<file path="config.mk">
export PLATFORM = sky130hd
export DESIGN_NAME = mfi_ld_check_harness
export DESIGN_NICKNAME = d
export VERILOG_FILES = /design/src/rtl/mfi_ld_check_harness.sv
export SDC_FILE = /design/constraint.sdc
export NUM_CORES = 1
export LEC_CHECK = 0
export CORE_AREA = 2 2 146 148
export CTS_CLUSTER_DIAMETER = 60
export DETAILED_ROUTE_END_ITERATION = 6
export DIE_AREA = 0 0 148 150
export GPL_TIMING_DRIVEN = 0
export PLACE_DENSITY = 0.68
export SYNTH_ARGS = -nofsm -noshare
export SYNTH_HDL_FRONTEND = slang
export SYNTH_SLANG_ARGS = --single-unit
export TNS_END_PERCENT = 100
</file>
<file path="constraint.sdc">
create_clock -name clock -period 13 [get_ports clock]
set_clock_uncertainty 0.1 [all_clocks]
set_input_delay 2.6 -clock clock [delete_from_list [all_inputs] [get_ports clock]]
set_output_delay 2.6 -clock clock [all_outputs]
set_load 0.02 [all_outputs]
</file>
<file path="src/rtl/mfi_ld_check_harness.sv">
// mfi_ld_check_harness
// Retirement checker for the LD instruction on the core's MFI port. Passes the
// stimulus stream and reset through to the core, counts cycles since reset
// release, and compares each qualifying LD retirement against its architectural
// result. check_hit / check_fail are sticky until reset.

module mfi_ld_check_harness #(
    parameter int XLEN        = 32,
    parameter int RADDR_W     = 4,
    parameter int CHECK_LIMIT = 20
) (
    input  logic               clock,
    input  logic               reset_n,
    input  logic               inst_valid,
    input  logic [31:0]        inst,
    output logic               core_reset_n,
    output logic               core_inst_valid,
    output logic [31:0]        core_inst,
    input  logic               mfi_valid,
    input  logic [XLEN-1:0]    mfi_order,
    input  logic [31:0]        mfi_inst,
    input  logic               mfi_trap,
    input  logic [RADDR_W-1:0] mfi_src1_addr,
    input  logic [XLEN-1:0]    mfi_src1_rdata,
    input  logic [RADDR_W-1:0] mfi_src2_addr,
    input  logic [XLEN-1:0]    mfi_src2_rdata,
    input  logic [RADDR_W-1:0] mfi_dest_addr,
    input  logic [XLEN-1:0]    mfi_dest_wdata,
    input  logic [XLEN-1:0]    mfi_pc_rdata,
    input  logic [XLEN-1:0]    mfi_pc_wdata,
    input  logic [XLEN-1:0]    mfi_mem_addr,
    input  logic [XLEN-1:0]    mfi_mem_rdata,
    output logic [7:0]         cycle_reg,
    output logic               check_hit,
    output logic               check_fail
);

    localparam logic [3:0] OP_LD    = 4'b0100;
    localparam logic [7:0] LIMIT    = 8'(CHECK_LIMIT);
    localparam logic [7:0] CYC_MAX  = 8'hFF;

    // Sign-extend the 16-bit LD offset to the datapath width.
    function automatic logic [XLEN-1:0] sext_imm(input logic signed [15:0] imm);
        return {{(XLEN-16){imm[15]}}, imm};
    endfunction

    logic [RADDR_W-1:0] rd_p0;
    logic [RADDR_W-1:0] rs1_p0;
    logic signed [15:0] imm_p0;
    logic [XLEN-1:0]    ea_p0;
    logic [XLEN-1:0]    wdata_exp_p0;
    logic               q_p0;
    logic               err_p0;
    logic [XLEN-1:0]    last_order_p1;

    // rs2 and inst[19:16] carry no meaning for LD.
    logic unused_bits;
    assign unused_bits = ^{mfi_src2_addr, mfi_src2_rdata, mfi_inst[19:16]};

    assign core_reset_n    = reset_n;
    assign core_inst_valid = inst_valid;
    assign core_inst       = inst;

    assign rd_p0  = mfi_inst[27:24];
    assign rs1_p0 = mfi_inst[23:20];
    assign imm_p0 = mfi_inst[15:0];

    // Qualify the retirement and evaluate every LD rule in the same cycle.
    always_comb begin
        q_p0         = mfi_valid & ~mfi_trap & (mfi_inst[31:28] == OP_LD)
                       & (cycle_reg <= LIMIT) & reset_n;
        ea_p0        = mfi_src1_rdata + sext_imm(imm_p0);
        wdata_exp_p0 = (rd_p0 == '0) ? '0 : mfi_mem_rdata;
        err_p0       = (mfi_dest_addr != rd_p0)
                     | (mfi_src1_addr != rs1_p0)
                     | (mfi_mem_addr != ea_p0)
                     | (mfi_dest_wdata != wdata_exp_p0)
                     | (mfi_pc_wdata != mfi_pc_rdata + XLEN'(4))
                     | (check_hit & (mfi_order <= last_order_p1));
    end

    // Cycle counter and sticky verdict flags; reset wins over a same-cycle retirement.
    always_ff @(posedge clock) begin
        if (!reset_n) begin
            cycle_reg  <= '0;
            check_hit  <= 1'b0;
            check_fail <= 1'b0;
        end else begin
            if (cycle_reg != CYC_MAX)
                cycle_reg <= cycle_reg + 8'd1;
            if (q_p0)
                check_hit <= 1'b1;
            if (q_p0 && err_p0)
                check_fail <= 1'b1;
        end
    end

    // Order of the most recent checked retirement; only consulted once check_hit is set.
    always_ff @(posedge clock) begin
        if (q_p0)
            last_order_p1 <= mfi_order;
    end

endmodule

</file>
==> impl_metrics.env, run 1 <==
export IMPL_wl_per_cell_um=17.54
export IMPL_rows=53
export IMPL_dr_first_iter_drc_count=426
export IMPL_dp_cells=1357
export IMPL_synth_xor_area_share_pct=15.14
export IMPL_final_nets=1493
export IMPL_die_x_um=148
export IMPL_multi_input_area_mm2=0.004657
export IMPL_worst_slew_pin_slew_ns=1.077
export IMPL_insertion_delay_ns=0.28
export IMPL_port_buffers=307
export IMPL_cap_violations=0
export IMPL_largest_reg_flops=32
export IMPL_cts_clk_slew_worst_paths_ns=0.06
export IMPL_area_delta_synth_final_pct=56.58
export IMPL_design_die_area_mm2=0.02220
export IMPL_synthArstFlopShare_pct=0
export IMPL_grt_pass1_wl_um=36220
export IMPL_status="finished clean"
export IMPL_cts_sink_count=42
export IMPL_netlist_area_mm2=0.006354
export IMPL_stdcell_area_mm2=0.009948
export IMPL_yosys_register_bits=42
export IMPL_crit_fanout=7
export IMPL_tns_ns=0
export IMPL_synth_cell_types=79
export IMPL_syn_inst=773
export IMPL_setup_viol=0
export IMPL_place_area_mm2=0.009802
export IMPL_utilization_pct=48.08
export IMPL_synth_fa_ha_area_share_pct=13.31
export IMPL_synth_edf_count=32
export IMPL_finalCritPeriodShare_pct=51.85
export IMPL_p_per_area_mw_per_mm2=57.77
export IMPL_htree_levels=2
export IMPL_clk_path_buf_depth=2
export IMPL_clock_root_buffer="clkbuf_16"
export IMPL_synthFlopType="edfxtp_1"
export IMPL_power_w=0.0005747
export IMPL_rsz0062_at_grt="no"
export IMPL_synth_warnings=0
export IMPL_wl_um=23970
export IMPL_yosys_area_share_simple_pct=20.74
export IMPL_grt_overflow_total=0
export IMPL_track_usage_pct=20.74
export IMPL_cts_made_buffers=5
export IMPL_synth_compound_area_share_pct=23.38
export IMPL_die_h_um=150
export IMPL_critical_path_class="in2out"
export IMPL_coreArea_mm2=0.02069
export IMPL_cts_setup_buffers=0
export IMPL_drc=0
export IMPL_start_kind="primary input"
export IMPL_ir_worst_vdd_mv=0.04435
export IMPL_cp_data_arrival_time_ns=4.04
export IMPL_yosysSeqAreaShare_pct=18.27
export IMPL_dp_hpwl_um=20960
export IMPL_ctsHoldBuffers=0
export IMPL_hold_viol_final=0
export IMPL_tritoncts="done"
export IMPL_drtAntennaViolNets=0
export IMPL_avgSynthCellArea_um2=8.219
export IMPL_start_util_pct=30.71
export IMPL_hold_path_class="reg2reg"
export IMPL_drv_slew=0
export IMPL_antenna_found_initial=2
export IMPL_grt_pass1_vias=6946
export IMPL_n_fill_cell=2025
export IMPL_dr_pass1_iters=5
export IMPL_slew_headroom_pct=26.36
export IMPL_grt_max_degree=18
export IMPL_cp_data_required_time_ns=10.30
export IMPL_synth_mux_area_share_pct=0.6499
export IMPL_clock_fmax_mhz=148.4
export IMPL_place_congestion=0.9352
export IMPL_viasPerCell=5.166
export IMPL_leakagePower_nw=3.845
export IMPL_num_vias=7062
export IMPL_synth_nets=1177
export IMPL_post_cts_resized=0
export IMPL_synth_top_family_by_area="compound AO/OA/AOI/OAI gates"
export IMPL_layout_drive_gt1_share_pct=6.789
export IMPL_end_kind="primary output"
export IMPL_ioPinCount=381
export IMPL_stdcell_count=1367
export IMPL_period_needed_ns=6.740
export IMPL_regArea_mm2=0.001161
## cell type report
| type | count | area share (%) |
|---|---|---|
| inverters | 56 | 2.113 |
| flip-flops and latches | 42 | 11.67 |
| plain buffers | 47 | 3.320 |
| well taps | 275 | 3.459 |
| repair buffers | 309 | 31.15 |
| multi-input cells | 628 | 46.81 |
| clock inverters | 3 | 0.1635 |
| clock buffers | 5 | 1.258 |
| diodes | 2 | 0.05031 |
## path summary, 6_finish.rpt
path / from / end / slack (ns) / cells after the start
worst max register to register: check_fail / check_fail / 10.09 / 9
worst min-delay path: cycle_reg[2] / cycle_reg[2] / 0.44 / 1
worst max-delay path: reset_n / core_reset_n / 6.26 / 3
worst min register to register: cycle_reg[2] / cycle_reg[2] / 0.44 / 1
## power by group
group / switching (W) / leakage [nW] / total [W] / internal (W)
logic: 0.000141 / 3.41 / 0.000307 / 0.000166
registers: 0.00000122 / 0.369 / 0.000147 / 0.000145
clock network: 0.0000512 / 0.0673 / 0.000121 / 0.0000701
total: 0.000193 / 3.84 / 0.000575 / 0.000381
## per-stage QoR
| stage | hold slack (ns) | setup WS (ns) |
|---|---|---|
| 4_1_cts | 0.4439 | 6.243 |
| 3_3_place_gp | 0.4104 | 4.877 |
| 5_1_grt | 0.4888 | 6.180 |
| 3_5_place_dp | 0.4289 | 6.246 |
| 2_1_floorplan | 0.4647 | 6.844 |
| 6_report | 0.4401 | 6.260 |
## layer usage
layer	routed length (µm)	share of wire, %	vias up	GRT usage (%)
li1	-	-	3528	-
met1	9681	40	3204	25.13
met2	11870	49	293	37.41
met3	1825	7.6	37	3.567
met4	601	2.5	0	6.381
met5	0	0	-	0
## layout by cell type, fill, tap and decap left out, drive strengths merged, types with 10 or more instances in the layout
master,instances
nand4,30
xnor2,67
clkdlybuf4s50,307
nor4,13
nand2,41
a31oi,20
xor2,42
a21oi,61
ha,66
dfxtp,10
nand3,20
o21ai,32
buf,42
edfxtp,32
nor2,50
and4,13
clkbuf,12
inv,56
## worst max-delay path, stage by stage
cell             delay (ns)
clkdlybuf4s50_1        0.68
buf_4                  0.17
clkdlybuf4s50_1        0.59
## Yosys cell counts, types with 4 or more instances
| library cell | n | area, µm² |
|---|---|---|
| ha_1 | 66 | 825.8 |
| xnor2_1 | 66 | 578.1 |
| a21oi_1 | 60 | 300.3 |
| inv_1 | 56 | 210.2 |
| nor2_1 | 50 | 187.7 |
| xor2_1 | 42 | 367.9 |
| nand2_1 | 39 | 146.4 |
| buf_4 | 34 | 255.2 |
| edfxtp_1 | 32 | 960.9 |
| o21ai_0 | 31 | 155.2 |
| nand4_1 | 30 | 187.7 |
| a31oi_1 | 20 | 125.1 |
| nand3_1 | 20 | 100.1 |
| and4_1 | 12 | 105.1 |
| nor4_1 | 11 | 68.82 |
| dfxtp_1 | 10 | 200.2 |
| nor2b_1 | 9 | 56.30 |
| o211ai_1 | 9 | 67.56 |
| o21a_1 | 9 | 67.56 |
| o32ai_1 | 9 | 78.83 |
| a21o_1 | 8 | 60.06 |
| and3_1 | 8 | 50.05 |
| nand2b_1 | 8 | 50.05 |
| nor4bb_1 | 8 | 80.08 |
| clkbuf_1 | 7 | 26.28 |
| nor3_1 | 7 | 35.03 |
| o21bai_1 | 7 | 52.55 |
| a211o_1 | 6 | 52.55 |
| a211oi_1 | 6 | 45.04 |
| o22ai_1 | 6 | 37.54 |
| o2111ai_1 | 5 | 43.79 |
| a221oi_1 | 4 | 35.03 |
| or4_1 | 4 | 30.03 |
## logic make-up (layout without fill, tap and decap cells)
logic type / count (synthesis) / count (layout)
AO/OA/AOI/OAI: 216 / 216
AND/OR/NAND/NOR: 232 / 232
flip-flops: 42 / 42
other: 0 / 2
buffers and inverters: 103 / 420
multiplexers: 4 / 4
adder cells (fa/ha/maj): 67 / 67
XOR/XNOR: 109 / 109
(Power assumes the default switching activity.)
==> inputs of run 2 (changes only) <==
Clock period 13 ns to 6.7 ns, I/O delays scaled along.
==> results of run 2 <==
Same layout as run 1 (identical final DEF). Status: finished clean.
Main changes from that run: setup slack after placement 6.246 ns -> 1.284 ns; setup slack after layout 6.260 ns -> 1.543 ns; start point of the critical path reset_n -> mfi_inst[15]; end point of the critical path core_reset_n -> check_fail; register-to-register setup slack 10.09 ns -> 3.79 ns; total power 0.0005747 W -> 0.001115 W; worst IR drop on VDD 0.04435 mV -> 0.08605 mV
==> inputs of run 3 (changes only) <==
Clock period 6.7 ns to 5.04 ns, I/O delays scaled along.
==> impl_metrics.env, run 3 (synthesis gave the netlist of run 1 again) <==
export IMPL_status="finished clean"
export IMPL_crit_chain="clkdlybuf4s50_1 > ha_1 > fa_1 > a21o_1 > a221oi_2 > xnor2_1 > o311ai_0 > or4_1 > a2111oi_2 > and4_1 > nand4_1 > nor4_2 > a31oi_1"
export IMPL_setup_viol=0
export IMPL_period_needed_ns=4.673
export IMPL_timing_rr_end="check_fail"
export IMPL_die_x_um=148
export IMPL_design_die_area_mm2=0.02220
export IMPL_utilization_pct=48.10
export IMPL_drc=0
export IMPL_rows=53
export IMPL_cts_made_buffers=5
export IMPL_area_delta_synth_final_pct=56.62
export IMPL_final_cell_mix="clkdlybuf4s50_1, xnor2_1, ha_1"
export IMPL_tritoncts="done"
export IMPL_worst_slew_pin_slew_ns=1.086
export IMPL_final_nets=1493
export IMPL_cts_clk_slew_worst_paths_ns=0.06
export IMPL_num_vias=7053
export IMPL_die_h_um=150
export IMPL_hold_viol_final=0
export IMPL_clk_path_buf_depth=2
export IMPL_port_buffers=307
export IMPL_insertion_delay_ns=0.29
export IMPL_critical_path_class="in2reg"
export IMPL_path_delay_family="simple AND/OR/NAND/NOR gates"
export IMPL_regToRegStartpoint="last_order_p1[14]"
export IMPL_largest_reg_flops=32
export IMPL_cp_data_arrival_time_ns=4.72
export IMPL_slew_headroom_pct=25.74
export IMPL_wl_per_cell_um=17.53
export IMPL_place_area_mm2=0.009802
export IMPL_crit_fanout=5
export IMPL_grt_max_degree=18
export IMPL_rsz0062_at_grt="no"
export IMPL_antenna_found_initial=2
export IMPL_p_per_area_mw_per_mm2=149.0
export IMPL_r2r_setup_slack_ns=2.13
export IMPL_min_delay_start="cycle_reg[2]"
export IMPL_slowest_stage="or4_1"
export IMPL_drtAntennaViolNets=0
export IMPL_drv_slew=0
export IMPL_place_congestion=0.9352
export IMPL_start_util_pct=30.71
export IMPL_dp_hpwl_um=20960
export IMPL_viasPerCell=5.159
export IMPL_htree_levels=2
export IMPL_wl_um=23960
export IMPL_grt_pass1_vias=6946
export IMPL_grt_pass1_wl_um=36220
export IMPL_cap_violations=0
export IMPL_stdcell_area_mm2=0.009951
export IMPL_clock_fmax_mhz=214.0
export IMPL_cp_data_required_time_ns=5.09
export IMPL_hold_path_class="reg2reg"
export IMPL_hold_end="cycle_reg[2]"
export IMPL_cts_sink_count=42
export IMPL_hold_depth=1
export IMPL_end_kind="register"
export IMPL_dr_pass1_iters=5
export IMPL_layout_drive_gt1_share_pct=6.789
export IMPL_ioPinCount=381
export IMPL_start_kind="primary input"
export IMPL_coreArea_mm2=0.02069
export IMPL_r2r_cells=12
export IMPL_crit_buf_inv=1
export IMPL_dr_first_iter_drc_count=440
export IMPL_finalCritPeriodShare_pct=92.72
export IMPL_setup_ws_ns=0.3671
export IMPL_startpoint="mfi_inst[0]"
export IMPL_grt_overflow_total=0
export IMPL_clock_root_buffer="clkbuf_16"
export IMPL_leakagePower_nw=3.854
export IMPL_final_common_cell="clkdlybuf4s50_1"
export IMPL_n_fill_cell=2025
export IMPL_track_usage_pct=20.74
export IMPL_max_stage_delay_ns=0.57
export IMPL_ir_worst_vdd_mv=0.1145
export IMPL_place_ws_ns=-0.04357
## run 3: cell types whose count changed in the layout (fill, tap and decap cells not counted), sizes merged
cell / delta
dlymetal6s2s: +1
clkdlybuf4s50: -1
## run 3: layout make-up
cell class	instances	area (µm²)	area share (%)
antenna	2	5.005	0.05030
buffer	47	330.3	3.320
clock buffer	5	125.1	1.257
clock inverter	3	16.27	0.1635
inverter	56	210.2	2.112
multi-input combinational	628	4657	46.80
sequential	42	1161	11.67
tap	275	344.1	3.458
timing repair buffer	309	3102	31.17
## run 3: report_power, final
group          switching [W]  leakage, nW  total, W  internal [W]
logic               0.000364         3.42  0.000792      0.000428
clock network       0.000132       0.0673  0.000313      0.000181
registers         0.00000314        0.369  0.000378      0.000375
## run 3: metrics by stage
step / TNS (ns) / std cells / hold WS, ns / power, W
finish: 0 / 1367 / 0.4401 / 0.001482
global route: 0 / 1367 / 0.4888 / 0.001572
CTS: 0 / 1365 / 0.4439 / 0.001491
detailed placement: -0.04357 / 1357 / 0.4289 / 0.001172
global placement: -35.35 / 1355 / 0.4104 / 0.001166
floorplan: 0 / 773 / 0.4647 / 0.0007931
## run 3: worst max path at each step
| stage | end | slack [ns] | cells past startpoint |
|---|---|---|---|
| 5_1_grt | check_fail | 0.03 | 13 |
| 3_3_place_gp | check_fail | -1.49 | 5 |
| 2_1_floorplan | check_fail | 0.48 | 4 |
| 3_5_place_dp | check_fail | -0.04 | 12 |
| 6_report | check_fail | 0.37 | 13 |
| 4_1_cts | check_fail | 0.25 | 12 |
## run 3: what timing repair did
| action | 4_1_cts | 5_1_grt |
|---|---|---|
| setup endpoints to repair | 0 | 1 |
| buffers inserted | 0 | 0 |
| hold buffers | 0 | 0 |
| resized for setup | 0 | 1 |
## run 3: per-layer routing
| metal | routed length (µm) | share of wire [%] | global-route usage, % |
|---|---|---|---|
| met3 | 1771 | 7.4 | 3.567 |
| met2 | 11850 | 49 | 37.41 |
| met1 | 9746 | 41 | 25.13 |
| met4 | 592 | 2.5 | 6.381 |
| met5 | 0 | 0 | 0 |
